### config.mk
export PLATFORM = sky130hd
export DESIGN_NAME = conv_stream_controller_flat
export DESIGN_NICKNAME = d
export VERILOG_FILES = /design/src/rtl/conv_stream_controller_pkg.sv /design/src/rtl/conv_stream_controller_if.sv /design/src/rtl/conv_stream_controller_valid_delay_line.sv /design/src/rtl/conv_stream_controller.sv /design/src/flat_wrapper.sv
export SDC_FILE = /design/constraint.sdc
export NUM_CORES = 1
export LEC_CHECK = 0
export CAP_MARGIN = 20
export CORE_ASPECT_RATIO = 0.7
export CORE_MARGIN = 1.5
export CORE_UTILIZATION = 60
export CTS_BUF_LIST = sky130_fd_sc_hd__clkbuf_8
export CTS_CLUSTER_SIZE = 24
export DETAILED_ROUTE_END_ITERATION = 6
export GPL_ROUTABILITY_DRIVEN = 0
export PLACE_DENSITY = 0.81
export SLEW_MARGIN = 20
export SYNTH_ARGS = -nofsm -noshare
export SYNTH_HDL_FRONTEND = slang
export SYNTH_SLANG_ARGS = --single-unit
### constraint.sdc
create_clock -name clock -period 2.45 [get_ports clock]
set_input_delay 0.6125 -clock clock [delete_from_list [all_inputs] [get_ports clock]]
set_output_delay 0.6125 -clock clock [all_outputs]
set_load 0.01 [all_outputs]
### src/rtl/conv_stream_controller_pkg.sv
// conv_ctrl_pkg: shared constants, state encoding and sizing helpers for the conv stream controller
package conv_ctrl_pkg;
  typedef enum logic [1:0] {IDLE, RUN, FLUSH, DONE} state_t;
  function automatic int conv_latency(input int k);
    return 1 + $clog2(k * k + 1);
  endfunction
  function automatic int pipe_depth(input int k);
    return conv_latency(k) + 1;
  endfunction
  function automatic int out_dim(input int img, input int k);
    return img - k + 1;
  endfunction
  function automatic int cnt_w(input int n);
    return (n <= 1) ? 1 : $clog2(n);
  endfunction
endpackage

### src/rtl/conv_stream_controller_if.sv
// conv_stream_controller_if: control, pixel and result handshake bundle of the conv stream controller
interface conv_stream_controller_if #(parameter int ROW_W = 5, parameter int COL_W = 5);
  logic start;
  logic busy;
  logic done;
  logic in_valid;
  logic in_ready;
  logic lb_shift;
  logic conv_enable;
  logic out_valid;
  logic out_ready;
  logic [ROW_W-1:0] out_row;
  logic [COL_W-1:0] out_col;
  modport master (output start, in_valid, out_ready,
                  input busy, done, in_ready, lb_shift, conv_enable, out_valid, out_row, out_col);
  modport slave (input start, in_valid, out_ready,
                 output busy, done, in_ready, lb_shift, conv_enable, out_valid, out_row, out_col);
endinterface

### src/rtl/conv_stream_controller_valid_delay_line.sv
// valid_delay_line: enable-gated 1-bit shift register tracking valid slots through the datapath
module valid_delay_line #(parameter int DEPTH = 7) (
  input  logic clock,
  input  logic resetn,
  input  logic enable,
  input  logic din,
  output logic dout
);
  logic [DEPTH-1:0] v;
  // shift one slot per enabled cycle; a frozen pipeline holds its valid bits
  always_ff @(posedge clock or negedge resetn)
    if (!resetn) v <= '0;
    else if (enable) v <= {v[DEPTH-2:0], din};
  assign dout = v[DEPTH-1];
endmodule

### src/rtl/conv_stream_controller.sv
// conv_stream_controller: sequences one frame through line buffer and convolution pipeline with backpressure
module conv_stream_controller
  import conv_ctrl_pkg::*;
#(
  parameter int KERNEL_SIZE = 5,
  parameter int IMG_WIDTH   = 28,
  parameter int IMG_HEIGHT  = 28
) (
  input logic clock,
  input logic resetn,
  conv_stream_controller_if.slave bus
);
  localparam int K     = KERNEL_SIZE;
  localparam int OUT_W = out_dim(IMG_WIDTH, K);
  localparam int OUT_H = out_dim(IMG_HEIGHT, K);
  localparam int PD    = pipe_depth(K);
  localparam int NPIX  = IMG_WIDTH * IMG_HEIGHT;
  localparam int NOUT  = OUT_W * OUT_H;
  localparam int CW    = cnt_w(IMG_WIDTH);
  localparam int RW    = cnt_w(IMG_HEIGHT);
  localparam int OCW   = cnt_w(OUT_W);
  localparam int ORW   = cnt_w(OUT_H);
  localparam int PW    = $clog2(NPIX) + 1;
  localparam int QW    = $clog2(NOUT) + 1;
  state_t state, state_n;
  logic [CW-1:0] in_col;
  logic [RW-1:0] in_row;
  logic [PW-1:0] pix_cnt;
  logic [OCW-1:0] out_col;
  logic [ORW-1:0] out_row;
  logic [QW-1:0] out_cnt;
  logic stall, accept, deliver, win;
  assign stall           = bus.out_valid && !bus.out_ready;
  assign bus.conv_enable = !stall;
  assign bus.in_ready    = (state == RUN) && bus.conv_enable && (pix_cnt < PW'(NPIX));
  assign accept          = bus.in_valid && bus.in_ready;
  assign bus.lb_shift    = accept;
  assign deliver         = bus.out_valid && bus.out_ready;
  assign win             = accept && (in_row >= RW'(K - 1)) && (in_col >= CW'(K - 1));
  assign bus.busy        = (state == RUN) || (state == FLUSH);
  assign bus.done        = (state == DONE);
  assign bus.out_row     = out_row;
  assign bus.out_col     = out_col;
  valid_delay_line #(.DEPTH(PD)) u_vdl (
    .clock  (clock),
    .resetn (resetn),
    .enable (bus.conv_enable),
    .din    (win),
    .dout   (bus.out_valid)
  );
  // state register
  always_ff @(posedge clock or negedge resetn)
    if (!resetn) state <= IDLE;
    else state <= state_n;
  // next state: start leaves IDLE, last accept enters FLUSH, last delivery enters DONE
  always_comb begin
    state_n = state;
    state_n = (state == IDLE && bus.start) ? RUN :
              (state == RUN && accept && pix_cnt == PW'(NPIX - 1)) ? FLUSH :
              (state == FLUSH && deliver && out_cnt == QW'(NOUT - 1)) ? DONE :
              (state == DONE) ? IDLE : state;
  end
  // input and output position counters, cleared when a frame starts
  always_ff @(posedge clock or negedge resetn)
    if (!resetn) begin
      in_col <= '0; in_row <= '0; pix_cnt <= '0;
      out_col <= '0; out_row <= '0; out_cnt <= '0;
    end else if (state == IDLE && bus.start) begin
      in_col <= '0; in_row <= '0; pix_cnt <= '0;
      out_col <= '0; out_row <= '0; out_cnt <= '0;
    end else begin
      if (accept) begin
        in_col  <= (in_col == CW'(IMG_WIDTH - 1)) ? '0 : in_col + 1'b1;
        in_row  <= (in_col == CW'(IMG_WIDTH - 1)) ? in_row + 1'b1 : in_row;
        pix_cnt <= pix_cnt + 1'b1;
      end
      if (deliver) begin
        out_col <= (out_col == OCW'(OUT_W - 1)) ? '0 : out_col + 1'b1;
        out_row <= (out_col == OCW'(OUT_W - 1)) ? out_row + 1'b1 : out_row;
        out_cnt <= out_cnt + 1'b1;
      end
    end
endmodule

### src/flat_wrapper.sv
// flat-port wrapper written by rule: the top's interface ports become plain ports
module conv_stream_controller_flat import conv_ctrl_pkg::*;
#(
  parameter int KERNEL_SIZE = 5,
  parameter int IMG_WIDTH   = 28,
  parameter int IMG_HEIGHT  = 28
)
  (clock, resetn, bus_start, bus_in_valid, bus_out_ready, bus_busy, bus_done, bus_in_ready, bus_lb_shift, bus_conv_enable, bus_out_valid, bus_out_row, bus_out_col);
  conv_stream_controller_if #(.ROW_W(5), .COL_W(5)) bus_i ();
  input logic clock;
  input logic resetn;
  input wire logic [$bits(bus_i.start)-1:0] bus_start;
  input wire logic [$bits(bus_i.in_valid)-1:0] bus_in_valid;
  input wire logic [$bits(bus_i.out_ready)-1:0] bus_out_ready;
  output wire logic [$bits(bus_i.busy)-1:0] bus_busy;
  output wire logic [$bits(bus_i.done)-1:0] bus_done;
  output wire logic [$bits(bus_i.in_ready)-1:0] bus_in_ready;
  output wire logic [$bits(bus_i.lb_shift)-1:0] bus_lb_shift;
  output wire logic [$bits(bus_i.conv_enable)-1:0] bus_conv_enable;
  output wire logic [$bits(bus_i.out_valid)-1:0] bus_out_valid;
  output wire logic [$bits(bus_i.out_row)-1:0] bus_out_row;
  output wire logic [$bits(bus_i.out_col)-1:0] bus_out_col;
  assign bus_i.start = bus_start;
  assign bus_i.in_valid = bus_in_valid;
  assign bus_i.out_ready = bus_out_ready;
  assign bus_busy = bus_i.busy;
  assign bus_done = bus_i.done;
  assign bus_in_ready = bus_i.in_ready;
  assign bus_lb_shift = bus_i.lb_shift;
  assign bus_conv_enable = bus_i.conv_enable;
  assign bus_out_valid = bus_i.out_valid;
  assign bus_out_row = bus_i.out_row;
  assign bus_out_col = bus_i.out_col;
  conv_stream_controller #(.KERNEL_SIZE(KERNEL_SIZE), .IMG_WIDTH(IMG_WIDTH), .IMG_HEIGHT(IMG_HEIGHT)) u_core (.clock(clock), .resetn(resetn), .bus(bus_i));
endmodule
==> results_dict.tcl, run 1 <==
set metrics [dict create \
    outcome "completed" \
    grt_pass1_vias 1970 \
    overflow 0 \
    vias 2035 \
    place_area_mm2 0.00289 \
    vias_per_cell 5.90 \
    period_share 0.956 \
    p_per_area_mw_per_mm2 515 \
    final_max_slew_viol_count 0 \
    crit_chain "clkdlybuf4s50_1, nor2b_2, inv_2, o2111ai_2, inv_2, clkdlybuf4s15_1" \
    setup_slack_ns 0.108 \
    fmax_ghz 0.427 \
    die_y_um 57.9 \
    setup.worst_path.start_class "input pin" \
    mostFrequentLayoutCells "dfrtp_1 (51), a21oi_1 (22), nor2_1 (22)" \
    rsz0062_at_grt "false" \
    worst-slew-pin-transition_ns 0.457 \
    n_antenna_cell 0 \
    ys_ff_latch 51 \
    drcViolationCount 0 \
    initial_utilization 0.643 \
    cts.reportedPaths.clkPinSlew_ns 0.10 \
    required_ns 1.84 \
    tns_ns 0 \
    period_needed_ns 2.34 \
    cp-end-kind "output pin" \
    crit_fanout 3 \
    cpMaxStageDelayCell "clkdlybuf4s50_1" \
    synth_warnings 0 \
    hold_path_class "in -> async" \
    cts_max_path_buffers 2 \
    antenna_found_initial 0 \
    fp.coreArea_mm2 0.00402 \
    crit_arrival_ns 1.73 \
    place_ws_ns -0.192 \
    maxCapViolCount 0 \
    clock-root-buffer "clkbuf_8" \
    final_common_cell "dfrtp_1" \
    cp_slowest_stage_delay_ns 0.51 \
    crit_type "in -> out" \
    fin_nets 309 \
    drt_first_iter_violations 131 \
    h-tree-depth 2 \
    dpl.hpwl_mm 3.72 \
    p_leak_uw 0.00137 \
    rr_startpoint "u_core.pix_cnt[7]" \
    yosysUniqueCellTypes 40 \
    design_area_mm2 0.00303 \
    setup_viol 0 \
    cp_top_family "buffers and inverters" \
    dr.pass1.iters 4 \
    syn_area_mm2 0.00258 \
    cpMostUsedCell "inv_2" \
    die_w_um 81.5 \
    cts_setup_buffers 0 \
    stdcell_count 345 \
    drive_gt1_frac 0.106 \
    io_pins 21 \
    drt_wl_total_mm 5.28 \
    dp.cells 337 \
    syn_inst 264 \
    clock_skew_ns 0.0103 \
    syn-mean-instance-area_um2 9.79 \
    seq_area_frac_synth 0.494 \
    grt_util_all_layers 0.262 \
    ant_nets 0 \
    r2r_cells 5 \
    critPathLaunch "bus_out_ready" \
    fp-row-count 19 \
    finalHoldViolations 0 \
    grt_max_degree 30 \
    insertion_delay_ns 0.31 \
    port_buffers 20 \
    cts_tree "yes" \
    ctsResizeCount 4 \
    postCtsHoldBufs 0 \
    area_growth_pct 17.3 \
    numCtsBuffers 5 \
    ir_drop_uv 346 \
    cp_num_buf_inv 4 \
    wl_per_cell_um 15.3 \
    max-slew-margin-rel 0.691 \
    n_fill_cell 281 \
    clock_sinks 51 \
    cp_num_cells 6 \
    final_util 0.755 \
    die_area_mm2 0.00472 \
    synth_nets 281 \
    grt_pass1_wl_mm 9.23 \
]
## Yosys cell counts (all sizes together)
library cell	count	area (µm²)
a21oi	22	110
a22o	1	8.76
a31oi	2	12.5
a41oi	1	8.76
and2	6	37.5
and4	1	8.76
and4b	2	20.0
buf	4	17.5
clkbuf	6	22.5
dfrtp	51	1280
ha	12	150
inv	13	48.8
mux2	5	56.3
mux2i	3	30.0
nand2	19	71.3
nand2b	3	18.8
nand3	16	80.1
nand3b	2	15.0
nand4	9	56.3
nand4b	1	8.76
nor2	22	82.6
nor2b	3	18.8
nor3	7	35.0
nor3b	1	7.51
nor4	3	25.0
nor4b	1	8.76
o2111ai	1	8.76
o211a	1	10.0
o21a	2	15.0
o21ai	11	55.1
o31ai	4	30.0
or3	7	43.8
or4	6	45.0
or4b	1	10.0
xnor2	8	70.1
xor2	7	61.3
## cell families (layout without fill, tap and decap cells)
kind of cell             count (synthesis)  after routing  share of synthesized area
AO/OA/AOI/OAI                           45             45                      0.100
XOR/XNOR                                15             15                     0.0508
adder cells (fa/ha/maj)                 12             12                     0.0581
buffers and inverters                   23             52                     0.0344
flip-flops                              51             51                      0.494
multiplexers                             8              8                     0.0334
AND/OR/NAND/NOR                        110            110                      0.229
## registers in the layout (all words and copies together), names as in the netlist
register            flops
u_core.in_row           5
u_core.bus.out_row      5
u_core.in_col           5
u_core.bus.out_col      5
u_core.pix_cnt         11
u_core.out_cnt         11
u_core.state            2
u_core.u_vdl.v          7
## cell type report
type                       count  area [µm²]  area share
inverter                      13        48.8      0.0161
timing repair buffer          31         275      0.0908
multi-input combinational    190        1230       0.406
tap                           52        65.1      0.0215
sequential                    51        1280       0.421
clock buffer                   5        68.8      0.0227
clock inverter                 3        67.6      0.0223
## power by group
part	internal (µW)	total (µW)	leakage, µW	switching, µW
Combinational	7.96	26.7	0.000595	18.7
Clock	407	694	0.0000644	287
Sequential	841	841	0.000708	0
Total	1260	1560	0.00137	306
## routing by layer
layer | track usage | vias up | routed length (µm)
li1 | - | 985 | -
met1 | 0.359 | 1004 | 2560
met2 | 0.407 | 36 | 2460
met3 | 0.0646 | 10 | 185
met4 | 0.0961 | 0 | 79
met5 | 0 | - | 0
## worst register-to-register path: stages (launching register included)
cell and delay [ns]:
dfrtp_1 0.45, nor4_2 0.41, o2111ai_2 0.16, buf_4 0.25, or4_1 0.52, a21oi_1 0.16
## worst paths after layout
path                            slack (ns)                end
worst max-delay path                  0.11       bus_lb_shift
worst min-delay path                  0.16   u_core.in_col[4]
worst max register to register        0.44  u_core.pix_cnt[5]
worst min register to register        0.49  u_core.u_vdl.v[6]
max in group asynchronous             1.72    u_core.state[1]
min in group clock                    0.49  u_core.u_vdl.v[6]
## through the flow
stage	hold slack, ns	power, µW
after floorplan	0.317	858
after global routing	0.172	1610
after CTS	0.164	1570
final	0.155	1560
after global placement	0.473	885
after detailed placement	0.482	886
Power figures use the tool's default switching activity.
==> inputs of run 2 (changes only) <==
--- a/config.mk
+++ b/config.mk
@@ -6,9 +6,11 @@
 export NUM_CORES = 1
 export LEC_CHECK = 0
 export CAP_MARGIN = 20
+export CELL_PAD_IN_SITES_DETAIL_PLACEMENT = 0
+export CELL_PAD_IN_SITES_GLOBAL_PLACEMENT = 1
 export CORE_ASPECT_RATIO = 0.7
 export CORE_MARGIN = 1.5
-export CORE_UTILIZATION = 60
+export CORE_UTILIZATION = 47
 export CTS_BUF_LIST = sky130_fd_sc_hd__clkbuf_8
 export CTS_CLUSTER_SIZE = 24
 export DETAILED_ROUTE_END_ITERATION = 6
==> results_dict.tcl, run 2 (synthesis results as in run 1) <==
set metrics [dict create \
    outcome "completed" \
    period_share 0.957 \
    p_per_area_mw_per_mm2 438 \
    initial_utilization 0.492 \
    swShare 0.211 \
    comb_power_share 0.020 \
    ctsResizeCount 5 \
    fp.coreArea_mm2 0.00526 \
    drt_first_iter_violations 60 \
    fin_nets 309 \
    postCtsHoldBufs 0 \
    cts_tree "yes" \
    intPower_uw 1030 \
    multi_input_area_mm2 0.00123 \
    setup_slack_ns 0.105 \
    crit_fanout 3 \
    power.total_uw 1310 \
    rsz0062_at_grt "false" \
    setup_viol 0 \
    final_common_cell "dfrtp_1" \
    drt_wl_total_mm 5.19 \
    share_seq_of_total_power 0.641 \
    crit_arrival_ns 1.73 \
    cts_max_path_buffers 2 \
    clock_sinks 51 \
    die_y_um 65.1 \
    r2r_cells 7 \
    place_ws_ns -0.199 \
    grt_max_degree 52 \
    grt_pass1_wl_mm 8.79 \
    fmax_ghz 0.426 \
    p_switching_uw 277 \
    reg2reg_slack_ns 0.38 \
    wl_per_cell_um 14.3 \
    insertion_delay_ns 0.30 \
    area_growth_pct 15.8 \
    required_ns 1.84 \
    io_pins 21 \
    finalHoldViolations 0 \
    crit_type "in -> out" \
    ff_latch_area_mm2 0.00128 \
    die_w_um 91.6 \
    numCtsBuffers 5 \
    cts.reportedPaths.clkPinSlew_ns 0.09 \
    mostFrequentLayoutCells "dfrtp_1 (51), a21oi_1 (22), nor2_1 (22)" \
    ir_drop_uv 294 \
    overflow 0 \
    die_area_mm2 0.00596 \
    grt_util_all_layers 0.188 \
    pwr-share-clk 0.339 \
    rr_startpoint "u_core.state[1]" \
    dr.pass1.iters 4 \
    antenna_found_initial 0 \
    clock-root-buffer "clkbuf_8" \
    h-tree-depth 2 \
    p_leak_uw 0.00134 \
    clock_skew_ns 0.00728 \
    reg2reg_to "u_core.in_row[3]" \
    max-slew-margin-rel 0.565 \
    ant_nets 0 \
    port_buffers 20 \
    n_fill_cell 455 \
    worst-slew-pin-transition_ns 0.653 \
    hold_path_class "in -> async" \
    dp.cells 357 \
    stdcell_count 363 \
    period_needed_ns 2.35 \
    cp-end-kind "output pin" \
    drcViolationCount 0 \
    largestRegisters "u_core.out_cnt: 11 flops, u_core.pix_cnt: 11 flops, u_core.u_vdl.v: 7 flops" \
    fp-row-count 22 \
    final_util 0.569 \
    n_antenna_cell 0 \
    dpl.hpwl_mm 3.45 \
    final_max_slew_viol_count 0 \
    drive_gt1_frac 0.0962 \
    maxCapViolCount 0 \
    cts_setup_buffers 0 \
    setup.worst_path.start_class "input pin" \
    vias 1930 \
    grt_pass1_vias 1793 \
    vias_per_cell 5.32 \
]
[run 2: changes by cell type in the layout (fill, tap and decap cells not counted), sizes merged]
cell      delta
inv          +1
bufinv       -2
clkinvlp     -1
[run 2: worst max path at each step]
stage | from | end | slack (ns) | cells after the start
after floorplan | bus_out_ready | bus_lb_shift | 0.33 | 6
after global placement | bus_out_ready | bus_lb_shift | -0.21 | 6
after detailed placement | bus_out_ready | bus_lb_shift | -0.20 | 6
after CTS | bus_out_ready | bus_lb_shift | 0.07 | 6
after global routing | bus_out_ready | bus_lb_shift | 0.03 | 6
final | bus_out_ready | bus_lb_shift | 0.10 | 6
[run 2: critical path, cell delays in order]
cell and delay [ns]:
clkdlybuf4s50_1 0.51, nor2b_2 0.06, inv_2 0.09, o2111ai_2 0.15
inv_2 0.08, clkdlybuf4s15_1 0.23
[run 2: area by class of cell]
type	instances	area share
clock buffer	5	0.0230
clock inverter	1	0.00125
inverter	13	0.0163
multi-input combinational	190	0.411
sequential	51	0.426
tap	72	0.0301
timing repair buffer	31	0.0919
[run 2: power groups by stage]
stage	combinational, µW	clock (µW)	sequential [µW]
detailed placement	27.4	0	858
global route	30.6	490	841
global placement	27.3	0	858
finish	25.8	445	841
floorplan	0.0723	0	858
CTS	27.6	462	841
[run 2: per-layer routing]
metal / wire length, µm / part of all wire / global-route usage
met1: 2840 / 0.55 / 0.284
met2: 2150 / 0.41 / 0.274
met3: 157 / 0.030 / 0.0387
met4: 44 / 0.0085 / 0.0469
met5: 0 / 0 / 0
[run 2: through the flow]
step                setup TNS (ns)  cell area, µm²  hold slack (ns)
floorplan                        0            2580            0.317
global placement            -0.461            2920            0.477
detailed placement          -0.400            2920            0.467
CTS                              0            2990            0.447
global route                     0            2990            0.482
finish                           0            2990            0.421
